--- src/rtl/fb_rect_fill.sv ---
// fb_rect_fill: rectangle-fill engine writing one byte per tile into the 40x30 tile framebuffer.
// Define FB_RECT_FILL_CLIP_EN to clip out-of-bounds rectangles instead of rejecting them with err.
module fb_rect_fill #(
    parameter logic [31:0] BASE_ADDR = 32'h400,
    parameter int          COLS      = 40,
    parameter int          ROWS      = 30
) (
    input  logic        clk50,
    input  logic        rst,
    input  logic        cmd_valid,
    output logic        cmd_ready,
    input  logic [5:0]  cmd_x,
    input  logic [4:0]  cmd_y,
    input  logic [5:0]  cmd_w,
    input  logic [4:0]  cmd_h,
    input  logic [7:0]  cmd_color,
    output logic        mem_we,
    output logic [31:0] mem_addr,
    output logic [31:0] mem_wdata,
    output logic [3:0]  mem_wbe,
    input  logic        mem_gnt,
    output logic        busy,
    output logic        done,
    output logic        err
);
    typedef enum logic [1:0] {IDLE, FILL, FIN} state_t;
    localparam logic [6:0] C7 = 7'(COLS);
    localparam logic [5:0] R6 = 6'(ROWS);
    state_t state;
    logic [6:0] cx, cw, w_eff, x0, cur_x, x_last, nx;
    logic [5:0] cy, ch, h_eff, cur_y, y_last, ny;
    logic oob, empty, last;
    logic [31:0] a0, an;
    function automatic logic [31:0] tile_addr(input logic [6:0] x, input logic [5:0] y);
        return BASE_ADDR + 32'(y) * 32'(COLS) + 32'(x);
    endfunction
    // Big-endian lanes: byte offset 0 lives in bits 31:24.
    function automatic logic [3:0] lane(input logic [31:0] a);
        return 4'b1000 >> a[1:0];
    endfunction
    always_comb begin
        cx = {1'b0, cmd_x};
        cw = {1'b0, cmd_w};
        cy = {1'b0, cmd_y};
        ch = {1'b0, cmd_h};
`ifdef FB_RECT_FILL_CLIP_EN
        oob   = 1'b0;
        w_eff = (cx >= C7) ? 7'd0 : (cw > C7 - cx) ? C7 - cx : cw;
        h_eff = (cy >= R6) ? 6'd0 : (ch > R6 - cy) ? R6 - cy : ch;
`else
        oob   = (cx + cw > C7) || (cy + ch > R6);
        w_eff = cw;
        h_eff = ch;
`endif
        empty = oob || w_eff == 7'd0 || h_eff == 6'd0;
        a0    = tile_addr(cx, cy);
        last  = cur_x == x_last && cur_y == y_last;
        nx    = (cur_x == x_last) ? x0 : cur_x + 7'd1;
        ny    = (cur_x == x_last) ? cur_y + 6'd1 : cur_y;
        an    = tile_addr(nx, ny);
    end
    always_ff @(posedge clk50) begin
        if (rst) begin
            state     <= IDLE;
            cmd_ready <= 1'b0;
            mem_we    <= 1'b0;
            mem_addr  <= BASE_ADDR;
            mem_wdata <= '0;
            mem_wbe   <= '0;
            busy      <= 1'b0;
            done      <= 1'b0;
            err       <= 1'b0;
        end else begin
            case (state)
                IDLE: begin
                    done      <= 1'b0;
                    cmd_ready <= 1'b1;
                    if (cmd_valid && cmd_ready) begin
                        cmd_ready <= 1'b0;
                        busy      <= 1'b1;
                        err       <= oob;
                        x0        <= cx;
                        cur_x     <= cx;
                        cur_y     <= cy;
                        x_last    <= cx + w_eff - 7'd1;
                        y_last    <= cy + h_eff - 6'd1;
                        mem_wdata <= {4{cmd_color}};
                        mem_addr  <= a0;
                        mem_wbe   <= empty ? 4'b0000 : lane(a0);
                        mem_we    <= !empty;
                        done      <= empty;
                        state     <= empty ? FIN : FILL;
                    end
                end
                FILL: begin
                    if (mem_gnt) begin
                        if (last) begin
                            mem_we  <= 1'b0;
                            mem_wbe <= 4'b0000;
                            done    <= 1'b1;
                            state   <= FIN;
                        end else begin
                            cur_x    <= nx;
                            cur_y    <= ny;
                            mem_addr <= an;
                            mem_wbe  <= lane(an);
                        end
                    end
                end
                default: begin
                    done      <= 1'b0;
                    busy      <= 1'b0;
                    cmd_ready <= 1'b1;
                    state     <= IDLE;
                end
            endcase
        end
    end
endmodule

--- config.mk ---
export PLATFORM = sky130hd
export DESIGN_NAME = fb_rect_fill
export DESIGN_NICKNAME = d
export VERILOG_FILES = /design/src/rtl/fb_rect_fill.sv
export SDC_FILE = /design/constraint.sdc
export NUM_CORES = 1
export LEC_CHECK = 0
export ABC_AREA = 1
export BUFFER_PORTS_ARGS = -buffer_cell sky130_fd_sc_hd__buf_2
export CORE_AREA = 2 2 93 95
export DETAILED_ROUTE_END_ITERATION = 7
export DIE_AREA = 0 0 95 97
export HOLD_SLACK_MARGIN = 0.03
export PLACE_DENSITY = 0.95
export SLEW_MARGIN = 20
export SYNTH_ARGS = -nofsm -noshare
export SYNTH_HDL_FRONTEND = slang
export SYNTH_SLANG_ARGS = --single-unit
--- constraint.sdc ---
create_clock -name clk50 -period 8.9 [get_ports clk50]
set_input_delay 1.78 -clock clk50 [delete_from_list [all_inputs] [get_ports clk50]]
set_output_delay 1.78 -clock clk50 [all_outputs]
set_load 0.05 [all_outputs]
==> results.json, run 1 <==
{
  "outcome": "finished clean",
  "clock_skew_ns": 0.0109,
  "r2r_cells": 17,
  "ys_ff_latch": 64,
  "p_per_area_nw_per_um2": 185,
  "slowest_delay_ns": 0.46,
  "first_global_vias": 4081,
  "row_count": 33,
  "end_kind": "flip-flop",
  "crit_path_top_delay_cell": "fa_1",
  "post-route-min-period_ns": 3.76,
  "cts_inserted_buffers": 9,
  "die_y_um": 97,
  "hold_viol_final": 0,
  "wire_per_inst_um": 14.7,
  "die_area_um2": 9220,
  "synthesis.instances": 606,
  "hpwl_um": 8760,
  "synth_top_flop_cell": "edfxtp_1",
  "port_buffers": 87,
  "power.leakage_nw": 2.63,
  "first_iter_violations": 315,
  "ys_types": 43,
  "antenna_found_initial": 0,
  "max_freq_mhz": 266,
  "vias_per_cell": 5.53,
  "async_flop_share": 0,
  "worst-path-stages": 17,
  "min_path_cells": 2,
  "initial_core_util": 0.586,
  "cts_hold_buffers": 0,
  "final_util": 0.642,
  "grt.busiest_layer": "met2",
  "maxSlewHeadroom": 0.331,
  "criticalPathCategory": "reg -> reg",
  "syn_avg_cell_area_um2": 7.86,
  "synthTopCellsByArea": "edfxtp_1 (20%), dfxtp_1 (13%), nand2_1 (9.5%)",
  "setup_viol": 0,
  "clock_latency_ns": 0.36,
  "post_cts_buffers": 0,
  "core_um2": 8130,
  "vias": 4307,
  "grtUsageTotal": 0.260,
  "synth_top_area_cell": "edfxtp_1",
  "fin_ws_ns": 5.14,
  "use_met2": 0.450,
  "cp.arrival_ns": 4.01,
  "hp-class": "reg -> reg",
  "h-tree-depth": 3,
  "crit_top_cell": "nand2_1",
  "layout.nets": 745,
  "grt_overflow": 0,
  "worst_pin_slew_ns": 1.00,
  "cp-start-kind": "flip-flop",
  "cts_root_buf": "clkbuf_8",
  "synth_edf_count": 32,
  "placed_area_um2": 5040,
  "cts_resized": 0,
  "ios": 107,
  "cts_tree": "yes",
  "met1_usage": 0.290,
  "place_ws_ns": 4.60,
  "gp_congestion": 0.962,
  "rsz0062_at_grt": "no",
  "crit_buf_inv": 2,
  "areaGrowthSynthToFinish_pct": 9.56,
  "ys_warn_count": 0,
  "critPathRequiredTime_ns": 9.15,
  "drc": 0,
  "cts.sinks": 64,
  "path_max_fanout": 15,
  "crit_family": "simple AND/OR/NAND/NOR gates",
  "die_w_um": 95,
  "first_pass_iters": 6,
  "crit_chain": "xnor2_1 -> nand3_1 -> nor2_4 -> nand4_1 -> xnor2_1 -> ha_1 -> ha_1 -> inv_1 -> fa_1 -> a21oi_1 -> inv_1 -> nor2_1 -> nand2_1 -> nand2_2 -> nand2_1 -> o21ai_1 -> nand2_1",
  "fin_area_um2": 5220,
  "grt_pass1_wl_um": 18600,
  "maxSlewViolCount": 0,
  "synth_top_area_frac": 0.202,
  "ys_seq_area_frac": 0.336,
  "wl_um": 11500,
  "grt_use_met3": 0.0421,
  "fin_setup_tns_ns": 0,
  "antenna_left": 0,
  "layout-drive-gt1-share": 0.215,
  "power_mw": 0.963,
  "grt_max_degree": 32,
  "cap_violations": 0,
  "fin_crit_sh": 0.422,
  "vdd_drop_max_mv": 0.150,
  "n_antenna_cell": 0,
  "clockBufferDepth": 2,
  "synth_area_um2": 4760,
  "clk_pin_slew_ns": 0.07
}
==> power breakdown <==
group / internal (mW) / switching [mW] / total, mW
clock: 0.117 / 0.116 / 0.233
combinational: 0.101 / 0.269 / 0.370
sequential: 0.343 / 0.0169 / 0.360
==> cell usage in the layout, fill, tap and decap left out, types with 2 or more instances in the layout <==
cell type and count:
conb_1 19, inv_4 2, o21ai_1 8, edfxtp_1 32, o21ai_0 30, clkinv_2 4, nand3_2 3, buf_2 87
nor2_2 6, clkbuf_8 9, or2_2 6, nor4_1 2, a21oi_1 29, dfxtp_1 32, inv_2 7, nor3_1 5
fa_1 6, nand2_1 121, o21bai_1 3, inv_1 70, xnor2_1 15, nand2_2 6, nand2_4 2, xor2_1 16
a31oi_1 10, buf_4 2, nand4_1 6, a21oi_2 2, nor2_1 44, nand3_1 36, nor2_4 2, xor2_2 2
ha_1 36, or2_1 2
==> worst reg2reg max path, cell delays in order (launching register included) <==
cell and delay, ns:
edfxtp_1 0.44, xnor2_1 0.21, nand3_1 0.19, nor2_4 0.39, nand4_1 0.17, xnor2_1 0.33, ha_1 0.29, ha_1 0.22
inv_1 0.08, fa_1 0.47, a21oi_1 0.20, inv_1 0.06, nor2_1 0.13, nand2_1 0.10, nand2_2 0.11, nand2_1 0.05
o21ai_1 0.12, nand2_1 0.07
==> registers in the layout (all words and copies together) (netlist names) <==
register and cells:
x_last 7, mem_we 1, y_last 6, busy 1
mem_wbe 4, x0 6, done 1, mem_addr 13
err 1, mem_wdata 8, cur_x 7, cur_y 6
cmd_ready 1, state 2
==> stage by stage <==
step / instances / hold slack (ns)
global placement: 763 / 0.453
global route: 779 / 0.488
CTS: 779 / 0.462
floorplan: 624 / 0.493
finish: 779 / 0.464
detailed placement: 763 / 0.452
==> layer usage <==
metal / vias up / wire length [µm]
li1: 2039 / -
met3: 60 / 685
met5: - / 0
met4: 0 / 613
met2: 228 / 5950
met1: 1980 / 4230
==> cells by family after synthesis <==
group	after synthesis	synth area share
AND/OR/NAND/NOR	245	0.232
buffers and inverters	133	0.141
AO/OA/AOI/OAI	87	0.101
flip-flops	64	0.336
adder cells (fa/ha/maj)	42	0.120
XOR/XNOR	34	0.0696
other	1	0.000787
==> Yosys cell counts (2+ instances only) <==
library cell	number
o21ai_1	8
xnor2_1	15
a21oi_2	2
xor2_1	16
fa_1	6
inv_2	7
nand4_1	6
o21ai_0	30
nor4_1	2
nand2_1	121
nor2_2	4
buf_2	3
a31oi_1	10
edfxtp_1	32
nor2_1	46
or2_1	2
nand3_1	36
or2_2	6
clkbuf_1	7
ha_1	36
inv_1	70
nand2_2	6
dfxtp_1	32
nand3_2	3
o21bai_1	3
nor3_1	5
nand2_4	2
xor2_2	2
a21oi_1	29
nor2_4	2
buf_4	45
==> cell type report <==
class	count	area, µm²
fill	611	2910
multi-input combinational	427	2560
sequential	64	1600
timing repair buffer	89	450
inverter	78	294
clock buffer	11	153
tap	105	131
clock inverter	5	27.5
==> final timing paths <==
check            from            to  slack (ns)
max reg2reg  cur_x[0]  mem_addr[10]        5.14
max          cur_x[0]  mem_addr[10]        5.14
min reg2reg    mem_we        mem_we        0.46
min            mem_we        mem_we        0.46
Power figures use the tool's default switching activity.
==> inputs of run 2 (changes only) <==
--- a/config.mk
+++ b/config.mk
@@ -7,11 +7,11 @@
 export LEC_CHECK = 0
 export ABC_AREA = 1
 export BUFFER_PORTS_ARGS = -buffer_cell sky130_fd_sc_hd__buf_2
-export CORE_AREA = 2 2 93 95
+export CORE_AREA = 2 2 101 103
 export DETAILED_ROUTE_END_ITERATION = 7
-export DIE_AREA = 0 0 95 97
+export DIE_AREA = 0 0 103 105
 export HOLD_SLACK_MARGIN = 0.03
-export PLACE_DENSITY = 0.95
+export PLACE_DENSITY = 0.88
 export SLEW_MARGIN = 20
 export SYNTH_ARGS = -nofsm -noshare
 export SYNTH_HDL_FRONTEND = slang
==> constraint.sdc (replaced) <==
create_clock -name clk50 -period 3.19 [get_ports clk50]
set_input_delay 0.638 -clock clk50 [delete_from_list [all_inputs] [get_ports clk50]]
set_output_delay 0.638 -clock clk50 [all_outputs]
set_load 0.05 [all_outputs]
==> results.json, run 2 (same netlist as run 1, synthesis figures left out) <==
{
  "rsz0062_at_grt": "yes",
  "layout.nets": 766,
  "die_y_um": 105,
  "antenna_left": 0,
  "areaGrowthSynthToFinish_pct": 18.0,
  "reg_top3": "mem_addr: 13 flops, mem_wdata: 8 flops",
  "holdWs_ns": 0.461,
  "row_count": 36,
  "startpoint": "cur_x[2]",
  "seqCellArea_um2": 1600,
  "fin_crit_sh": 1.03,
  "r2r-start": "cur_x[2]",
  "power_mw": 2.97,
  "grt_max_degree": 30,
  "crit_family": "simple AND/OR/NAND/NOR gates",
  "final_util": 0.583,
  "wl_um": 12500,
  "place_ws_ns": -0.0202,
  "clock_latency_ns": 0.36,
  "critPathRequiredTime_ns": 3.44,
  "cts_tree": "yes",
  "criticalPathCategory": "reg -> reg",
  "cp-start-kind": "flip-flop",
  "rr_endpoint": "mem_addr[10]",
  "first_iter_violations": 333,
  "clock_skew_ns": 0.00976,
  "first_global_vias": 4139,
  "crit_chain": "nand2_1 -> nand2_1 -> nor2_2 -> nand2_2 -> nor2_4 -> nand4_1 -> xnor2_2 -> ha_1 -> ha_4 -> inv_2 -> fa_2 -> a21oi_2 -> inv_1 -> nor2_2 -> nand2_2 -> nand2_2 -> nand2_1 -> o21ai_1 -> nand2_1",
  "setup_viol": 4,
  "vias": 4371,
  "cts_root_buf": "clkbuf_8",
  "hp-class": "in -> reg",
  "post-route-min-period_ns": 3.28,
  "placedCellCount": 805,
  "end_kind": "flip-flop",
  "slowest_delay_ns": 0.46,
  "port_buffers": 87,
  "maxSlewHeadroom": 0.525,
  "regToRegSetupSlack_ns": -0.09,
  "most-common-layout-cells": "nand2_1 (120), buf_2 (87), inv_1 (68)",
  "crit_buf_inv": 2,
  "cp.arrival_ns": 3.54,
  "crit_top_cell": "nand2_1",
  "die_area_um2": 10800,
  "hpwl_um": 8370,
  "wire_per_inst_um": 15.1,
  "cap_violations": 0,
  "worst-path-stages": 19,
  "r2r_cells": 19,
  "n_antenna_cell": 0,
  "grtUsageTotal": 0.219,
  "worst_pin_slew_ns": 0.712,
  "fin_ws_ns": -0.0928,
  "path_max_fanout": 5,
  "initial_core_util": 0.494,
  "layout.cells.non_filler": 828,
  "fillerInstances": 787,
  "layout-drive-gt1-share": 0.272,
  "cts.sinks": 64,
  "gp_congestion": 0.900,
  "grt_pass1_wl_um": 18600,
  "final_common_cell": "nand2_1",
  "first_pass_iters": 5,
  "placed_area_um2": 5180,
  "outcome": "finished with violations",
  "ios": 107,
  "antenna_found_initial": 0,
  "largest_reg_flops": 13,
  "power.leakage_nw": 2.78,
  "vias_per_cell": 5.28,
  "vdd_drop_max_mv": 0.378,
  "crit_path_top_delay_cell": "edfxtp_1",
  "failed_checks": "setup timing",
  "clockBufferDepth": 2,
  "fin_area_um2": 5620,
  "clk_pin_slew_ns": 0.08,
  "maxSlewViolCount": 0,
  "h-tree-depth": 3,
  "drc": 0,
  "largest-register": "mem_addr",
  "worstSetupEndpoint": "mem_addr[10]",
  "cts_inserted_buffers": 9,
  "die_w_um": 103,
  "grt_overflow": 0,
  "multiInputGateArea_um2": 2710,
  "p_per_area_nw_per_um2": 527,
  "fin_setup_tns_ns": -0.207,
  "max_freq_mhz": 305,
  "core_um2": 9640,
  "hold_viol_final": 0,
  "cts_hold_buffers": 0
}
==> run 2: layer usage <==
metal  vias up  GRT usage  wire length (µm)  part of all wire
met3        61     0.0334               731             0.059
met2       208      0.367              6300              0.51
met1      2026      0.260              4760              0.38
li1       2076          -                 -                 -
met4         0      0.124               669             0.054
met5         -          0                 0                 0
==> run 2: timing repair <==
item,4_1_cts,5_1_grt
pin swaps,13,18
endpoints found under the setup margin,2,5
resized for setup,7,23
setup buffers,2,5
hold endpoints to repair,0,0
==> run 2: report_power, final <==
group,internal [mW],leakage [nW],switching (mW)
registers,0.957,0.555,0.0461
logic,0.335,2.10,0.795
clock network,0.467,0.122,0.366
total,1.76,2.78,1.21
==> run 2: worst min-delay path: stages <==
cell and delay [ns]:
buf_2 0.07, nand2_1 0.04, nand2_1 0.04
==> run 2: area by class of cell <==
| type | count | share of cell area |
|---|---|---|
| clock buffers | 11 | 0.0309 |
| clock inverters | 5 | 0.0120 |
| inverters | 78 | 0.0523 |
| multi-input cells | 427 | 0.482 |
| flip-flops and latches | 64 | 0.285 |
| well taps | 133 | 0.0296 |
| repair buffers | 110 | 0.109 |
==> run 2: worst min-delay path by stage <==
stage                 start             to  slack, ns  cells past startpoint
3_3_place_gp         mem_we         mem_we       0.45                      2
5_1_grt        cmd_color[5]  mem_wdata[29]       0.46                      3
3_5_place_dp    mem_addr[1]    mem_addr[1]       0.46                      2
4_1_cts        cmd_color[2]  mem_wdata[26]       0.46                      3
2_1_floorplan      state[1]           busy       0.49                      2
6_report       cmd_color[2]  mem_wdata[26]       0.46                      3
==> inputs of run 3 (changes only) <==
--- a/config.mk
+++ b/config.mk
@@ -7,9 +7,9 @@
 export LEC_CHECK = 0
 export ABC_AREA = 1
 export BUFFER_PORTS_ARGS = -buffer_cell sky130_fd_sc_hd__buf_2
-export CORE_AREA = 2 2 101 103
+export CORE_AREA = 2 2 130 81
 export DETAILED_ROUTE_END_ITERATION = 7
-export DIE_AREA = 0 0 103 105
+export DIE_AREA = 0 0 132 83
 export HOLD_SLACK_MARGIN = 0.03
 export PLACE_DENSITY = 0.88
 export SLEW_MARGIN = 20
==> results.json, run 3 (same netlist as run 1, synthesis figures left out) <==
{
  "cts_root_buf": "clkbuf_16",
  "path_max_fanout": 4,
  "n_antenna_cell": 0,
  "cp.arrival_ns": 3.51,
  "end_kind": "flip-flop",
  "criticalPathCategory": "reg -> reg",
  "hpwl_um": 8970,
  "row_count": 28,
  "placed_area_um2": 5210,
  "fin_crit_sh": 1.03,
  "final_common_cell": "nand2_1",
  "power_mw": 2.99,
  "rsz0062_at_grt": "yes",
  "largest_reg_flops": 13,
  "port_buffers": 87,
  "gp_congestion": 0.946,
  "grt_use_met3": 0.0708,
  "initial_core_util": 0.491,
  "post-route-min-period_ns": 3.28,
  "vias_per_cell": 5.07,
  "core_um2": 9700,
  "largest-register": "mem_addr",
  "clock_latency_ns": 0.34,
  "slowest_delay_ns": 0.43,
  "clock_skew_ns": 0.00602,
  "vdd_drop_max_mv": 0.289,
  "die_w_um": 132,
  "seqCellArea_um2": 1600,
  "grt.busiest_layer": "met2",
  "critPathRequiredTime_ns": 3.42,
  "clk_pin_slew_ns": 0.05,
  "areaGrowthSynthToFinish_pct": 17.5,
  "crit_chain": "nand2_1 -> nand2_1 -> nor2_2 -> nand2_2 -> nor2_4 -> nand4_1 -> xnor2_2 -> ha_1 -> ha_1 -> ha_1 -> inv_2 -> nor2_1 -> inv_1 -> a21oi_2 -> inv_1 -> nor2_2 -> nand2_2 -> nand2_2 -> nand2_1 -> o21ai_1 -> nand2_1",
  "fin_area_um2": 5600,
  "grtUsageTotal": 0.217,
  "first_iter_violations": 399,
  "use_met2": 0.321,
  "crit_top_cell": "nand2_1",
  "outcome": "finished with violations",
  "hp-class": "reg -> reg",
  "layout.nets": 767,
  "fin_ws_ns": -0.0907,
  "maxSlewViolCount": 0,
  "place_ws_ns": 0.00747,
  "layout-drive-gt1-share": 0.259,
  "drc": 0,
  "cap_violations": 0,
  "crit_path_top_delay_cell": "edfxtp_1",
  "cts.sinks": 64,
  "failed_checks": "setup timing",
  "die_area_um2": 11000,
  "setup_viol": 3,
  "grt_pass1_wl_um": 18800,
  "fin_setup_tns_ns": -0.144,
  "wire_per_inst_um": 14.2,
  "first_pass_iters": 5,
  "clockBufferDepth": 2,
  "most-common-layout-cells": "nand2_1 (119), buf_2 (87), inv_1 (69)",
  "max_freq_mhz": 305,
  "antenna_left": 0,
  "die_y_um": 83,
  "crit_buf_inv": 3,
  "h-tree-depth": 3,
  "worst_pin_slew_ns": 0.753,
  "cp-start-kind": "flip-flop",
  "hold_viol_final": 0,
  "vias": 4211,
  "maxSlewHeadroom": 0.498,
  "multiInputGateArea_um2": 2640,
  "power.leakage_nw": 2.80,
  "fillerInstances": 853,
  "antenna_found_initial": 0,
  "ios": 107,
  "crit_family": "simple AND/OR/NAND/NOR gates",
  "grt_max_degree": 26,
  "cts_tree": "yes",
  "met1_usage": 0.295,
  "p_per_area_nw_per_um2": 534,
  "grt_overflow": 0,
  "cts_inserted_buffers": 9,
  "first_global_vias": 3880,
  "reg_top3": "mem_addr: 13 flops, mem_wdata: 8 flops",
  "wl_um": 11800,
  "cts_hold_buffers": 0
}
run 3: changes by cell type in the layout (fill, tap and decap cells not counted), sizes merged:
cell      previous run  this run
clkinv               3         5
clkinvlp             0         1
bufinv               1         0
inv                 79        77
buf                110       111
run 3: report_power, final:
part	switching, mW	internal, mW	leakage [nW]	total (mW)
Combinational	0.775	0.324	2.11	1.10
Clock	0.363	0.524	0.127	0.887
Sequential	0.0446	0.959	0.555	1.00
Total	1.18	1.81	2.80	2.99
run 3: path summary, 6_finish.rpt:
| kind | cells after the start | slack, ns | start | to |
|---|---|---|---|---|
| setup reg to reg | 21 | -0.09 | cur_x[2] | mem_addr[10] |
| hold reg to reg | 2 | 0.46 | mem_we | mem_we |
| setup / recovery | 21 | -0.09 | cur_x[2] | mem_addr[10] |
| hold / removal | 2 | 0.46 | mem_we | mem_we |
run 3: metrics by stage:
stage | hold slack (ns) | util | instances
floorplan | 0.493 | - | 624
global placement | 0.453 | 0.537 | 809
detailed placement | 0.453 | 0.537 | 809
CTS | 0.460 | 0.567 | 826
global route | 0.489 | 0.577 | 831
finish | 0.462 | 0.577 | 831
run 3: area by class of cell:
| cell class | count | share of cell area |
|---|---|---|
| Inverter | 78 | 0.0525 |
| Timing Repair Buffer | 111 | 0.112 |
| Clock inverter | 5 | 0.00603 |
| Tap cell | 135 | 0.0302 |
| Sequential cell | 64 | 0.286 |
| Multi-Input combinational cell | 427 | 0.472 |
| Clock buffer | 11 | 0.0416 |
run 3: routing by layer:
layer / part of all wire / routed length (µm)
met4: 0.023 / 276
met1: 0.44 / 5230
met3: 0.10 / 1180
met5: 0 / 0
met2: 0.43 / 5130
run 3: worst reg2reg max path: stages, from the launching register on:
cell      delay [ns]
edfxtp_1        0.43
nand2_1         0.10
nand2_1         0.08
nor2_2          0.14
nand2_2         0.09
nor2_4          0.13
nand4_1         0.15
xnor2_2         0.23
ha_1            0.27
ha_1            0.28
ha_1            0.30
inv_2           0.05
nor2_1          0.08
inv_1           0.08
a21oi_2         0.17
inv_1           0.07
nor2_2          0.14
nand2_2         0.08
nand2_2         0.08
nand2_1         0.05
o21ai_1         0.13
nand2_1         0.05
run 3: timing repair:
item / 4_1_cts / 5_1_grt
pin swaps: 0 / 15
resized for setup: 3 / 15
setup buffers: 1 / 5
endpoints found under the setup margin: 2 / 5
